$ cat config.mk
export PLATFORM = sky130hd
export DESIGN_NAME = rom_reader
export DESIGN_NICKNAME = d
export VERILOG_FILES = /design/src/rtl/rom_reader_pkg.sv /design/src/rtl/rom_reader_fifo.sv /design/src/rtl/rom_reader.sv
export SDC_FILE = /design/constraint.sdc
export NUM_CORES = 1
export LEC_CHECK = 0
export BUFFER_PORTS_ARGS = -buffer_cell sky130_fd_sc_hd__buf_2
export CORE_AREA = 10 10 109 111
export CTS_BUF_LIST = sky130_fd_sc_hd__clkbuf_4
export DETAILED_ROUTE_END_ITERATION = 12
export DIE_AREA = 0 0 119 121
export PLACE_DENSITY = 0.67
export REMOVE_ABC_BUFFERS = 1
export SYNTH_ARGS = -nofsm -noshare
export SYNTH_HDL_FRONTEND = slang
export SYNTH_HIERARCHICAL = 1
export SYNTH_SLANG_ARGS = --single-unit
$ cat constraint.sdc
create_clock -name clk -period 2.2 [get_ports clk]
set_input_delay 0.33 -clock clk [delete_from_list [all_inputs] [get_ports clk]]
set_output_delay 0.33 -clock clk [all_outputs]
set_load 0.1 [all_outputs]
$ cat src/rtl/rom_reader_pkg.sv
// Shared types and constants for the ROM burst reader: controller states,
// stream buffer depth and the circular pointer helper used by the buffer.
package rom_reader_pkg;

    typedef enum logic [1:0] {
        IDLE  = 2'd0,
        READ  = 2'd1,
        DRAIN = 2'd2
    } state_t;

    localparam int FIFO_DEPTH = 3;
    localparam int FIFO_CNT_W = 2;

    // Depth is not a power of two, so pointers wrap explicitly.
    function automatic logic [FIFO_CNT_W-1:0] ptr_inc(input logic [FIFO_CNT_W-1:0] p);
        return (p == FIFO_CNT_W'(FIFO_DEPTH - 1)) ? {FIFO_CNT_W{1'b0}} : p + {{(FIFO_CNT_W-1){1'b0}}, 1'b1};
    endfunction

endpackage

$ cat src/rtl/rom_reader_fifo.sv
// Three-entry stream buffer between the ROM read port and the output stream.
// Simultaneous push and pop is supported, including when full.
module rom_reader_fifo
    import rom_reader_pkg::*;
#(
    parameter int DW = 16
) (
    input  logic                  clk,
    input  logic                  nreset,
    input  logic                  push,
    input  logic                  pop,
    input  logic [DW-1:0]         din,
    output logic [DW-1:0]         dout,
    output logic                  full,
    output logic                  empty,
    output logic [FIFO_CNT_W-1:0] count
);

    logic [DW-1:0]         mem_r [FIFO_DEPTH];
    logic [FIFO_CNT_W-1:0] wr_ptr_r;
    logic [FIFO_CNT_W-1:0] rd_ptr_r;
    logic [FIFO_CNT_W-1:0] count_r;
    logic                  do_push_s;
    logic                  do_pop_s;

    // Qualify requests against occupancy.
    always_comb begin
        do_pop_s  = pop && (count_r != {FIFO_CNT_W{1'b0}});
        do_push_s = push && ((count_r != FIFO_CNT_W'(FIFO_DEPTH)) || do_pop_s);
    end

    // Storage, pointers and occupancy.
    always_ff @(posedge clk or negedge nreset) begin
        if (!nreset) begin
            wr_ptr_r <= {FIFO_CNT_W{1'b0}};
            rd_ptr_r <= {FIFO_CNT_W{1'b0}};
            count_r  <= {FIFO_CNT_W{1'b0}};
            for (int i = 0; i < FIFO_DEPTH; i++) begin
                mem_r[i] <= {DW{1'b0}};
            end
        end else begin
            if (do_push_s) begin
                mem_r[wr_ptr_r] <= din;
                wr_ptr_r        <= ptr_inc(wr_ptr_r);
            end
            if (do_pop_s) begin
                rd_ptr_r <= ptr_inc(rd_ptr_r);
            end
            case ({do_push_s, do_pop_s})
                2'b10:   count_r <= count_r + {{(FIFO_CNT_W-1){1'b0}}, 1'b1};
                2'b01:   count_r <= count_r - {{(FIFO_CNT_W-1){1'b0}}, 1'b1};
                default: count_r <= count_r;
            endcase
        end
    end

    assign dout  = mem_r[rd_ptr_r];
    assign full  = (count_r == FIFO_CNT_W'(FIFO_DEPTH));
    assign empty = (count_r == {FIFO_CNT_W{1'b0}});
    assign count = count_r;

endmodule

$ cat src/rtl/rom_reader.sv
// Burst reader: issues len sequential reads from a registered-output ROM
// starting at base and streams the words out with valid/ready and a last flag.
module rom_reader
    import rom_reader_pkg::*;
#(
    parameter int DW = 16,
    parameter int AW = 8
) (
    input  logic          clk,
    input  logic          nreset,
    input  logic          start,
    input  logic [AW-1:0] base,
    input  logic [AW:0]   len,
    output logic          busy,
    output logic          done,
    output logic          rom_en,
    output logic [AW-1:0] rom_addr,
    input  logic [DW-1:0] rom_dout,
    output logic          out_valid,
    input  logic          out_ready,
    output logic [DW-1:0] out_data,
    output logic          out_last
);

    state_t                state_r;
    state_t                state_s;
    logic [AW-1:0]         addr_r;
    logic [AW:0]           rd_rem_r;
    logic [AW:0]           out_rem_r;
    logic                  inflight_r;
    logic                  done_r;
    logic [FIFO_CNT_W-1:0] fifo_count_s;
    logic                  fifo_full_s;
    logic                  fifo_empty_s;
    logic [2:0]            outstanding_s;
    logic                  issue_s;
    logic                  pop_s;
    logic                  last_s;
    logic                  start_ok_s;

    // Read issue depends only on registered occupancy, never on out_ready.
    always_comb begin
        outstanding_s = {1'b0, fifo_count_s} + {2'b00, inflight_r};
        issue_s       = (state_r == READ) && (rd_rem_r != {(AW+1){1'b0}}) &&
                        (outstanding_s < 3'd3) && !fifo_full_s;
        pop_s         = !fifo_empty_s && out_ready;
        last_s        = !fifo_empty_s && (out_rem_r == {{AW{1'b0}}, 1'b1});
        start_ok_s    = (state_r == IDLE) && start;
    end

    // Next-state logic.
    always_comb begin
        state_s = state_r;
        case (state_r)
            IDLE: begin
                if (start && (len != {(AW+1){1'b0}})) state_s = READ;
                else                                   state_s = IDLE;
            end
            READ: begin
                if (issue_s && (rd_rem_r == {{AW{1'b0}}, 1'b1})) state_s = DRAIN;
                else                                              state_s = READ;
            end
            DRAIN: begin
                if (pop_s && last_s) state_s = IDLE;
                else                 state_s = DRAIN;
            end
            default: state_s = IDLE;
        endcase
    end

    // State, address/remaining counters, in-flight flag and done pulse.
    always_ff @(posedge clk or negedge nreset) begin
        if (!nreset) begin
            state_r    <= IDLE;
            addr_r     <= {AW{1'b0}};
            rd_rem_r   <= {(AW+1){1'b0}};
            out_rem_r  <= {(AW+1){1'b0}};
            inflight_r <= 1'b0;
            done_r     <= 1'b0;
        end else begin
            state_r    <= state_s;
            inflight_r <= issue_s;
            done_r     <= (start_ok_s && (len == {(AW+1){1'b0}})) || (pop_s && last_s);
            if (start_ok_s) begin
                addr_r    <= base;
                rd_rem_r  <= len;
                out_rem_r <= len;
            end else begin
                if (issue_s) begin
                    addr_r   <= addr_r + {{(AW-1){1'b0}}, 1'b1};
                    rd_rem_r <= rd_rem_r - {{AW{1'b0}}, 1'b1};
                end
                if (pop_s) begin
                    out_rem_r <= out_rem_r - {{AW{1'b0}}, 1'b1};
                end
            end
        end
    end

    rom_reader_fifo #(
        .DW (DW)
    ) u_fifo (
        .clk    (clk),
        .nreset (nreset),
        .push   (inflight_r),
        .pop    (pop_s),
        .din    (rom_dout),
        .dout   (out_data),
        .full   (fifo_full_s),
        .empty  (fifo_empty_s),
        .count  (fifo_count_s)
    );

    assign busy      = (state_r != IDLE);
    assign done      = done_r;
    assign rom_en    = issue_s;
    assign rom_addr  = addr_r;
    assign out_valid = !fifo_empty_s;
    assign out_last  = last_s;

endmodule
==> results_tabular.tex <==
\begin{tabular}{lr}
\hline
Metric & Value \\
\hline
\multicolumn{2}{l}{\textbf{Route}} \\
\quad Residual antenna-violating net count after detailed routing & 0 \\
\quad Average wire length per cell after detail routing & 16.2 um \\
\quad Total length of routed wires & 9480 um \\
\quad Average vias per placed instance & 5.23 \\
\quad Post-route DRC violation count & 0 \\
\quad Vias post-DR & 3062 \\
\quad DRT Pass-1 Iters & 4 \\
\quad Violation count after the first detailed-routing iteration & 119 \\
\multicolumn{2}{l}{\textbf{Worst setup path}} \\
\quad Most prevalent standard cell on the critical path & sky130\_fd\_sc\_hd\_\_ha\_4 \\
\quad Critical Path AT & 1960 ps \\
\quad Max Fanout on Critical Path & 2 \\
\quad Category of the worst setup path capture point & output pin \\
\quad Cell with the largest stage delay on the worst path & sky130\_fd\_sc\_hd\_\_dfrtp\_1 \\
\quad Critical path type & register to output pin \\
\quad Cell class contributing the biggest share of worst-path delay & flip-flops \\
\quad Cells along the critical path & ha\_4, ha\_4, a2111oi\_4, nand2\_2, inv\_4, buf\_12 \\
\quad Biggest cell delay along the critical path & 440 ps \\
\quad Startpoint class of the critical path & register \\
\quad Buffer and inverter count on the worst path & 2 \\
\quad Worst path required time & 1870 ps \\
\multicolumn{2}{l}{\textbf{Synthesis}} \\
\quad Fraction of post-synthesis cell area in the top cell type by area & 49.3\% \\
\quad Biggest area consumer among synthesized cells & sky130\_fd\_sc\_hd\_\_dfrtp\_1 \\
\quad Number of warnings issued by yosys & 6 \\
\quad Largest cells by area after synthesis & sky130\_fd\_sc\_hd\_\_dfrtp\_1, sky130\_fd\_sc\_hd\_\_mux2\_2, sky130\_fd\_sc\_hd\_\_mux2\_4 \\
\quad Gate count after technology mapping & 367 \\
\quad Avg Cell Area, Syn & 11.6 um\^{}2 \\
\quad Number of synthesized register bits & 84 \\
\quad Unique cell type count in the Yosys netlist & 52 \\
\quad Syn Std Cell Area & 4260 um\^{}2 \\
\quad Sequential cell area fraction in the yosys report & 49.3\% \\
\multicolumn{2}{l}{\textbf{Place}} \\
\quad Hpwl dp & 6800 um \\
\quad Count of input and output buffers & 65 \\
\quad Worst-case setup slack after placement & 57.2 ps \\
\quad Routability congestion estimate from global placement & 0.804 \\
\quad Cell count after placement & 564 \\
\quad Placed inst area & 5050 um\^{}2 \\
\multicolumn{2}{l}{\textbf{Finish}} \\
\quad Non-filler instance count after layout & 585 \\
\quad Fraction of final layout cells sized beyond drive strength 1 & 37.8\% \\
\quad Total number of nets in the final design & 493 \\
\quad Post-Route Utilization & 54.8\% \\
\quad Antenna Diode Count & 0 \\
\quad Area overhead of the layout relative to synthesis & 23.9\% \\
\quad Final Instance Area & 5280 um\^{}2 \\
\quad \# fillers & 856 \\
\multicolumn{2}{l}{\textbf{Global routing}} \\
\quad Initial antenna violation count & 0 \\
\quad Overall fraction of global-route tracks in use & 13.4\% \\
\quad Met2 Use GR & 23.2\% \\
\quad Vias in the first global route & 3234 \\
\quad Wire length of the first global-routing pass & 16000 um \\
\quad Met3 track demand over resource & 3.26\% \\
\quad Remaining global-route overflow & 0 \\
\quad Most heavily used metal layer in global routing & met2 \\
\quad Met1 Track Usage GR & 16.1\% \\
\quad Maximum number of pins on one net before global-route repair & 41 \\
\multicolumn{2}{l}{\textbf{Outcome}} \\
\quad Run status & complete, but fails checks \\
\quad Violated checks & setup timing \\
\multicolumn{2}{l}{\textbf{Power}} \\
\quad Leak & 2.41 nW \\
\quad Highest ir drop seen on vdd & 333 uV \\
\quad Pwr Density & 480 nW/um\^{}2 \\
\quad Pwr Total & 2.54 mW \\
\multicolumn{2}{l}{\textbf{Timing}} \\
\quad Final hold slack & 127 ps \\
\quad Setup-violating endpoint count in the final report & 2 \\
\quad Total Negative Setup Slacks & -152 ps \\
\quad Number of pins exceeding their max-slew limit in the final report & 0 \\
\quad Slack of the critical path & -89.9 ps \\
\quad Worst slew margin relative to its limit & 63.7\% \\
\quad RSZ-0062 raised after global routing & yes \\
\quad Count of final hold-check violations & 0 \\
\quad Slew at the pin closest to its max-slew limit & 545 ps \\
\quad Post-layout min period & 2290 ps \\
\quad Fmax & 437 MHz \\
\quad Fraction of the cycle the final worst path needs & 104\% \\
\quad Post-Route Skew & 21.9 ps \\
\multicolumn{2}{l}{\textbf{Floorplanning}} \\
\quad Width of the die & 119 um \\
\quad Cell row count & 36 \\
\quad Total I/O pin count & 66 \\
\quad Die Span Y & 121 um \\
\quad Total core area & 9640 um\^{}2 \\
\quad Initial core utilization & 44.2\% \\
\quad Die footprint & 14400 um\^{}2 \\
\multicolumn{2}{l}{\textbf{Run}} \\
\quad Max cap viols & 0 \\
\multicolumn{2}{l}{\textbf{CTS}} \\
\quad Clock-pin transition on the worst setup and hold timing paths & 120 ps \\
\quad CTS buffer count & 9 \\
\quad CTS sink count & 84 \\
\quad CTS Root Cell & sky130\_fd\_sc\_hd\_\_clkbuf\_4 \\
\quad Latest clock arrival within the worst-skew pair & 420 ps \\
\quad TritonCTS clock tree & done \\
\quad Clock Path Buffers & 2 \\
\quad H-Tree Level Count & 3 \\
\multicolumn{2}{l}{\textbf{Hold path}} \\
\quad Kind of path behind the tightest hold check & primary input to register \\
\hline
\end{tabular}
[cells in the final DEF, fill, tap and decap left out, types with 3 or more instances in the layout]
cell type / count
sky130_fd_sc_hd__clkbuf_4: 11
sky130_fd_sc_hd__mux2_4: 19
sky130_fd_sc_hd__nand2_1: 38
sky130_fd_sc_hd__dfrtp_1: 83
sky130_fd_sc_hd__buf_4: 18
sky130_fd_sc_hd__nor4_2: 3
sky130_fd_sc_hd__ha_1: 7
sky130_fd_sc_hd__mux2_2: 29
sky130_fd_sc_hd__o21ai_0: 10
sky130_fd_sc_hd__a221o_1: 3
sky130_fd_sc_hd__nand3_1: 9
sky130_fd_sc_hd__a21o_1: 3
sky130_fd_sc_hd__xnor2_1: 12
sky130_fd_sc_hd__nor2_1: 18
sky130_fd_sc_hd__buf_12: 19
sky130_fd_sc_hd__xor2_1: 5
sky130_fd_sc_hd__mux2i_1: 16
sky130_fd_sc_hd__nand4_1: 4
sky130_fd_sc_hd__inv_1: 7
sky130_fd_sc_hd__nor3_1: 9
sky130_fd_sc_hd__o21ai_1: 24
sky130_fd_sc_hd__nor4_1: 4
sky130_fd_sc_hd__buf_2: 46
sky130_fd_sc_hd__nor2b_1: 3
sky130_fd_sc_hd__and4b_1: 3
sky130_fd_sc_hd__a21oi_1: 9
[synth_stat cells, drive strengths merged]
library cell  instances
nor2b                 3
nor3                  9
nand4                 4
and2                  2
a221o                 3
a21bo                 1
o211ai                2
nand2                39
o21ai                35
and3                  1
nand3                10
a32oi                 1
a2111oi               1
clkbuf                9
nand2b                2
or4                   1
a21oi                 9
ha                    9
a31o                  1
mux2i                16
a311oi                1
nand3b                2
xor2                  5
nor2                 18
mux2                 48
or3b                  1
and4b                 4
a211oi                1
o22ai                 1
a2111o                1
a21o                  3
nor4                  9
xnor2                12
dfrtp                84
buf                   8
nand4b                2
inv                   9
[final timing paths]
path,from,to,slack [ps],cells after the start
setup / recovery,u_fifo/count[0],rom_en,-90,6
hold / removal,base[4],rom_addr[4],130,3
setup reg to reg,u_fifo/count[0],rom_addr[6],160,8
hold reg to reg,u_fifo/mem_r[36],u_fifo/mem_r[36],520,1
max in group asynchronous,nreset,u_fifo/mem_r[33],1140,3
min in group asynchronous,nreset,u_fifo/mem_r[22],420,2
[power by group]
part | switching (mW) | internal, mW
registers | 0.00149 | 1.55
logic | 0.0543 | 0.0344
clock network | 0.524 | 0.376
total | 0.580 | 1.96
[flip-flops by register name, indices dropped and copies added (netlist names)]
signal,count
rom_addr,8
state_r,2
rd_rem_r,9
u_fifo/count,2
out_rem_r,9
u_fifo/wr_ptr_r,2
done,1
inflight_r,1
u_fifo/rd_ptr_r,2
u_fifo/mem_r,48
[tightest hold or removal path, cell delays in order]
cell and delay (ps):
sky130_fd_sc_hd__buf_2 70, sky130_fd_sc_hd__nand2_1 40, sky130_fd_sc_hd__o21ai_1 60
[routing by layer]
layer,wire (um),vias up
met2,4730,66
met5,0,-
met1,4310,1515
li1,-,1474
met4,82,0
met3,357,7
[layout make-up]
type | count | area, um^2 | share of cell area [%]
well taps | 133 | 166 | 3.15
flip-flops and latches | 84 | 2100 | 39.8
repair buffers | 86 | 778 | 14.7
clock buffers | 11 | 82.6 | 1.56
clock inverters | 5 | 62.6 | 1.18
inverters | 9 | 36.3 | 0.687
multi-input cells | 257 | 2050 | 38.9
[repair_timing]
item	in CTS	in global routing
gates resized for setup	12	12
endpoints found under the setup margin	14	11
hold buffers	1	0
setup buffers	2	2
hold endpoints to repair	38	0
pin swaps	2	4
[logic make-up (layout without fill, tap and decap cells)]
| logic type | Yosys count | after routing | synth area share, % |
|---|---|---|---|
| buf+inv | 26 | 111 | 3.46 |
| compound gates | 60 | 60 | 8.92 |
| mux | 64 | 64 | 18.1 |
| xor+xnor | 17 | 17 | 3.49 |
| simple gates | 107 | 107 | 14.1 |
| flops | 84 | 84 | 49.3 |
| fa+ha+maj | 9 | 9 | 2.64 |
(Power assumes the default switching activity.)
